[src/rtl/seq_compare.sv]
// Multi-cycle magnitude comparator: walks the operands one CHUNK at a time from
// the most significant end and stops at the first chunk that differs.
module seq_compare #(
  parameter int WIDTH = 32,
  parameter int CHUNK = 8
) (
  input  logic             clk,
  input  logic             rst_n,
  input  logic             start,
  input  logic [WIDTH-1:0] a,
  input  logic [WIDTH-1:0] b,
  input  logic             is_signed,
  output logic             busy,
  output logic             done,
  output logic             equal,
  output logic             less,
  output logic             greater
);

  localparam int NCH = WIDTH / CHUNK;
  localparam int IW  = (NCH > 1) ? $clog2(NCH) : 1;
  localparam logic [IW-1:0] MSB_IDX = IW'(NCH - 1);

  typedef enum logic [1:0] {
    S_IDLE = 2'd0,
    S_CMP  = 2'd1,
    S_DONE = 2'd2
  } state_t;

  state_t           r_state;
  logic [WIDTH-1:0] r_a;
  logic [WIDTH-1:0] r_b;
  logic             r_signed;
  logic [IW-1:0]    r_idx;
  logic             r_busy;
  logic             r_done;
  logic             r_equal;
  logic             r_less;
  logic             r_greater;

  logic [CHUNK-1:0] w_ca;
  logic [CHUNK-1:0] w_cb;
  logic             w_lt;
  logic             w_ne;

  // Current chunk of each latched operand. For a signed compare, flipping the
  // sign bit of the MSB chunk maps two's-complement order onto unsigned order.
  // NOTE: every always_comb output is assigned before any condition so no
  // path leaves it unassigned, which would infer a latch.
  always_comb begin
    w_ca = r_a[int'(r_idx)*CHUNK +: CHUNK];
    w_cb = r_b[int'(r_idx)*CHUNK +: CHUNK];
    if (r_signed && (r_idx == MSB_IDX)) begin
      w_ca[CHUNK-1] = ~w_ca[CHUNK-1];
      w_cb[CHUNK-1] = ~w_cb[CHUNK-1];
    end
  end

  assign w_lt = (w_ca < w_cb);
  assign w_ne = (w_ca != w_cb);

  // NOTE: state registers use non-blocking assignments so every register
  // samples the pre-edge values of the others, independent of statement order.
  always_ff @(posedge clk or negedge rst_n) begin
    if (!rst_n) begin
      r_state   <= S_IDLE;
      r_a       <= '0;
      r_b       <= '0;
      r_signed  <= 1'b0;
      r_idx     <= '0;
      r_busy    <= 1'b0;
      r_done    <= 1'b0;
      r_equal   <= 1'b0;
      r_less    <= 1'b0;
      r_greater <= 1'b0;
    end else begin
      case (r_state)
        S_IDLE, S_DONE: begin
          r_done <= 1'b0;
          if (start) begin
            r_a      <= a;
            r_b      <= b;
            r_signed <= is_signed;
            r_idx    <= MSB_IDX;
            r_busy   <= 1'b1;
            r_state  <= S_CMP;
          end else begin
            r_state  <= S_IDLE;
          end
        end

        S_CMP: begin
          // Result flags keep the previous answer until this compare decides.
          if (w_ne) begin
            r_equal   <= 1'b0;
            r_less    <= w_lt;
            r_greater <= ~w_lt;
            r_busy    <= 1'b0;
            r_done    <= 1'b1;
            r_state   <= S_DONE;
          end else if (r_idx == '0) begin
            r_equal   <= 1'b1;
            r_less    <= 1'b0;
            r_greater <= 1'b0;
            r_busy    <= 1'b0;
            r_done    <= 1'b1;
            r_state   <= S_DONE;
          end else begin
            r_idx     <= r_idx - IW'(1);
          end
        end

        default: begin
          r_busy  <= 1'b0;
          r_done  <= 1'b0;
          r_state <= S_IDLE;
        end
      endcase
    end
  end

  assign busy    = r_busy;
  assign done    = r_done;
  assign equal   = r_equal;
  assign less    = r_less;
  assign greater = r_greater;

endmodule

[config.mk]
export PLATFORM = sky130hd
export DESIGN_NAME = seq_compare
export DESIGN_NICKNAME = d
export VERILOG_FILES = /design/src/rtl/seq_compare.sv
export SDC_FILE = /design/constraint.sdc
export NUM_CORES = 1
export LEC_CHECK = 0
export CAP_MARGIN = 25
export CORE_ASPECT_RATIO = 1.4
export CORE_MARGIN = 2
export CORE_UTILIZATION = 51
export CTS_CLUSTER_DIAMETER = 60
export DETAILED_ROUTE_END_ITERATION = 10
export PLACE_DENSITY = 0.79
export SKIP_LAST_GASP = 1
export SYNTH_ARGS = -nofsm -noshare
export SYNTH_HDL_FRONTEND = slang
export SYNTH_SLANG_ARGS = --single-unit
[constraint.sdc]
create_clock -name clk -period 2.9 [get_ports clk]
set_input_delay 0.435 -clock clk [delete_from_list [all_inputs] [get_ports clk]]
set_output_delay 0.435 -clock clk [all_outputs]
set_load 0.02 [all_outputs]
## Word level (Yosys, flattened, before mapping)

Cells that the tools add are included.

| cells by class | value |
|---|---|
| shift operators | 2 |
| mux-type cells | 20 |
| bitwise logic cells | 3 |
| $mul | 0 |
| div/mod/pow operators | 0 |
| reductions and logical operators | 10 |
| $add $sub $neg | 1 |
| equality and inequality tests | 8 |
| magnitude comparators | 1 |

Operators by type and width:

| operator | count |
|---|---|
| 32-bit by 6-bit variable part select with 8-bit output | 2 |
| 1-bit 2-to-1 mux | 12 |
| 2-bit 2-to-1 mux | 5 |
| 8-bit < comparator | 1 |
| 8-bit inequality test | 1 |
| 2-bit one-hot mux with 2 select lines | 2 |
| 2-bit inequality test (second input constant) | 3 |
| 2-bit AND reduction | 3 |
| 2-bit equality test (second input constant) | 2 |
| 2-bit logical NOT | 2 |
| 4-bit AND reduction | 1 |
| 2-bit nonzero test | 2 |
| 3-bit inequality test (second input constant) | 1 |
| 1-bit NOT | 3 |
| 2-bit by 1-bit equality test with 1-bit output (second input constant) | 1 |
| 1-bit one-hot mux with 2 select lines | 1 |
| 2-bit OR reduction | 1 |
| 2-bit by 1-bit subtractor with 2-bit output (second input constant) | 1 |
| 1-bit logical AND | 1 |

| storage, ports and cells | value |
|---|---|
| flip-flop bits (word level) | 74 |
| memories | 0 |
| output and inout bits | 5 |
| input bits | 68 |
| word-level logic and storage cells | 55 |
| latch bits | 0 |
| bits in read-only memories | 0 |
| bits in writable memories | 0 |

## Depth between registers and ports, before layout

| logic depth | value |
|---|---|
| depth after elaboration | 6 |
| depth in mapped cells | 9 |

## Worst setup path before layout

OpenSTA, ideal clock, no wires.

| path | value |
|---|---|
| path kind | reg-to-reg |
| from | reg r_idx[0] |
| to | reg r_idx[0] |
| buffers on the path | 2 |
| stages on the path, launching flop included | 9 |
| slack | 646 ps |
| arrival time | 2135 ps |
| setup time | 119 ps |
| path through | dfrtp_1 buf_6 buf_6 mux4_2 ha_1 nand4_1 nor4_1 nand2_1 o21a_1 |

| on the way | value |
|---|---|
| longest elaborated chain between the ends | 6 |
| elaborated cells between the ends (all ways) | 17 |

RTL lines:

| element | RTL line | source |
|---|---|---|
| start: declaration | 34 | `logic [IW-1:0] r_idx;` |
| start signal: assignment | 109 | `r_idx <= r_idx - IW'(1);` |
| 32-bit by 6-bit variable part select with 8-bit output, or another cell as far along | 51 | `w_ca = r_a[int'(r_idx)*CHUNK +: CHUNK];` |
| 1-bit NOT, or another cell as far along | 54 | `w_ca[CHUNK-1] = ~w_ca[CHUNK-1];` |
| 1-bit 2-to-1 mux | 53 | `if (r_signed && (r_idx == MSB_IDX)) begin` |
| 8-bit inequality test | 60 | `assign w_ne = (w_ca != w_cb);` |
| 2-bit inequality test (no line) | - |  |
| 4-bit AND reduction (no line) | - |  |

Parallel ways exist; a longest one is shown, timed or not. The select of a mux whose other input is x is not followed.
A chain may end at the register's enable or synchronous reset.

## Worst setup path after layout

| path | value |
|---|---|
| from | reg r_idx[0] |
| to | reg r_idx[1] |

Same word-level chain as after synthesis.

==> flow_summary.json <==
{
  "ff_latch_area_um2": 1827,
  "hold_viol": 0,
  "postCtsResizedCells": 0,
  "place_congestion": 0.8838,
  "clock_path_buffers": 2,
  "ir_drop_v": 0.0004943,
  "remaining_drc_errors": 0,
  "clock_latency_ns": 0.34,
  "die_w_um": 73.45,
  "ctsHoldBuffers": 0,
  "ys_seq_elements": 73,
  "min_period_ns": 2.578,
  "fin_ws_ns": 0.3223,
  "p_leak_nw": 1.876,
  "drive_above_1_share_pct": 32.90,
  "dpl-instance-area_um2": 4205,
  "holdWs_ns": 0.2069,
  "cts.clk_slew.worst_paths_ns": 0.08,
  "num_vias": 2122,
  "preCtsSetupSlack_ns": 0.3166,
  "antenna_found_initial": 0,
  "synth_area_um2": 3443,
  "wl_per_cell_um": 17.10,
  "power_density_nw_per_um2": 896.1,
  "top_regs": "r_a x32, r_b x32, r_idx x2",
  "ios": 73,
  "tightest_slew_ns": 0.9003,
  "yosys-top-cells-area": "dfrtp_1 53%, mux2_2 21%, mux4_2 7.2%",
  "core_area_um2": 6569,
  "netlist_instances": 224,
  "fmax_ghz": 0.3879,
  "cts_buffers": 9,
  "die_h_um": 101.2,
  "netlist.area_leader.share_pct": 53.05,
  "crit_required_ns": 3.17,
  "drtIter0Drc": 94,
  "dr.pass1.iters": 4,
  "postLayoutCellArea_um2": 4378,
  "min_period_over_period_pct": 88.89,
  "cts_tree": "done",
  "wirelength_mm": 6.514,
  "dieArea_um2": 7434,
  "slew_headroom_pct": 39.98,
  "clock_sinks": 73,
  "cp-end-kind": "flop",
  "ant_nets": 0,
  "final_cell_count_no_fill": 381,
  "diodes": 0,
  "first_global_vias": 2279,
  "nets": 380,
  "finClkSkew_ns": 0.008464,
  "grt_max_degree": 74,
  "setup_violations": 0,
  "outcome": "finished, final reports clean",
  "worstSetupPathType": "reg2reg",
  "dp_hpwl_mm": 4.918,
  "htreeDepth": 3,
  "start_kind": "flop",
  "arrival_ns": 2.85,
  "hold_class": "in2async",
  "crit_path_max_fanout": 12,
  "grtUsageTotal_pct": 19.45,
  "syn_nets": 302,
  "synth-warning-count": 0,
  "grt_overflow": 0,
  "synth_top_area_cell": "dfrtp_1",
  "synth_cell_type_count": 30,
  "grt_pass1_wl_mm": 10.71,
  "ys_seq_area_share_pct": 53.05,
  "drv_slew": 0,
  "tns_ns": 0,
  "n_fill_cell": 502,
  "dp_cells": 365,
  "area_delta_synth_final_pct": 27.14,
  "multi_input_area_um2": 1485,
  "max-cap-violations": 0,
  "root_buffer": "clkbuf_8",
  "vias_per_cell": 5.570,
  "portBuffers": 72,
  "grt_setup_unrepaired": "false",
  "postCtsSetupBuffers": 0,
  "row_count": 35,
  "syn_avg_cell_area_um2": 15.37,
  "start_util_pct": 52.42
}
[worst paths after layout]
path                                       from              endpoint  slack, ns  cells after the start
min                                       rst_n   r_b[24]$_DFFE_PN0P_       0.21                      1
max                        r_idx[0]$_DFFE_PN0P_  r_idx[1]$_DFFE_PN0P_       0.32                      7
max reg2reg                r_idx[0]$_DFFE_PN0P_  r_idx[1]$_DFFE_PN0P_       0.32                      7
min in group clk            r_a[21]$_DFFE_PN0P_   r_a[21]$_DFFE_PN0P_       0.50                      1
max in group asynchronous                 rst_n      busy$_DFFE_PN0P_       2.10                      1
min reg2reg                 r_a[21]$_DFFE_PN0P_   r_a[21]$_DFFE_PN0P_       0.50                      1
[placed cells by master (no fill, tap or decap), types with 5 or more instances in the layout]
cell	count
mux2_2	65
mux4_2	11
clkbuf_8	10
ha_1	10
mux4_1	5
clkdlybuf4s50_1	71
dfrtp_1	73
a21oi_1	8
nand2_1	5
inv_1	10
buf_4	7
[area by class of cell]
| class | count | share of cell area, % |
|---|---|---|
| inverters | 10 | 0.8574 |
| multi-input cells | 130 | 33.92 |
| well taps | 74 | 2.115 |
| clock inverters | 5 | 0.7145 |
| flip-flops and latches | 73 | 41.73 |
| repair buffers | 78 | 17.43 |
| clock buffers | 11 | 3.230 |
[where the power goes]
group | switching [mW] | internal (mW)
Sequential | 0.276 | 1.48
Combinational | 0.579 | 0.892
Clock | 0.369 | 0.331
Total | 1.22 | 2.70
[layer usage]
layer | routed length (µm) | global-route usage [%] | up-vias
met5 | 0 | 0 | -
met2 | 3445 | 33.86 | 61
met4 | 191 | 9.231 | 0
li1 | - | - | 986
met1 | 2628 | 22.52 | 1059
met3 | 249 | 4.080 | 16
[cells by family after synthesis]
family	Yosys count	synth area share (%)
XOR/XNOR	2	0.5088
multiplexers	81	32.27
adder cells (fa/ha/maj)	10	3.634
buffers and inverters	21	3.961
AO/OA/AOI/OAI	16	3.161
flip-flops	73	53.05
AND/OR/NAND/NOR	21	3.416
[worst max-delay path, stage by stage, from the launching register on]
cell and delay, ns:
dfrtp_1 0.52, buf_4 0.29, mux4_2 0.52, ha_1 0.35, nand4_1 0.21, o21ai_2 0.29, o21a_4 0.18, a2bb2oi_1 0.15
[through the flow]
stage	power (mW)	utilization, %
finish	3.923	66.65
global route	4.183	66.65
CTS	3.961	66.65
detailed placement	3.260	64.02
global placement	3.204	64.02
floorplan	2.819	-
[cells in the mapped netlist, drive strengths merged]
library cell and count:
o21a 2, inv 10, o21ai 2, nor2 3
buf 11, and4 2, a21oi 8, nand2 5
and3 1, o31ai 1, xor2 1, dfrtp 73
nand3 2, mux4 16, xnor2 1, mux2 65
ha 10, a211o 1, nor2b 2, a2bb2oi 1
and2b 1, nor4 1, o211ai 1, nand2b 1
nand4 3
(Power assumes the default switching activity.)
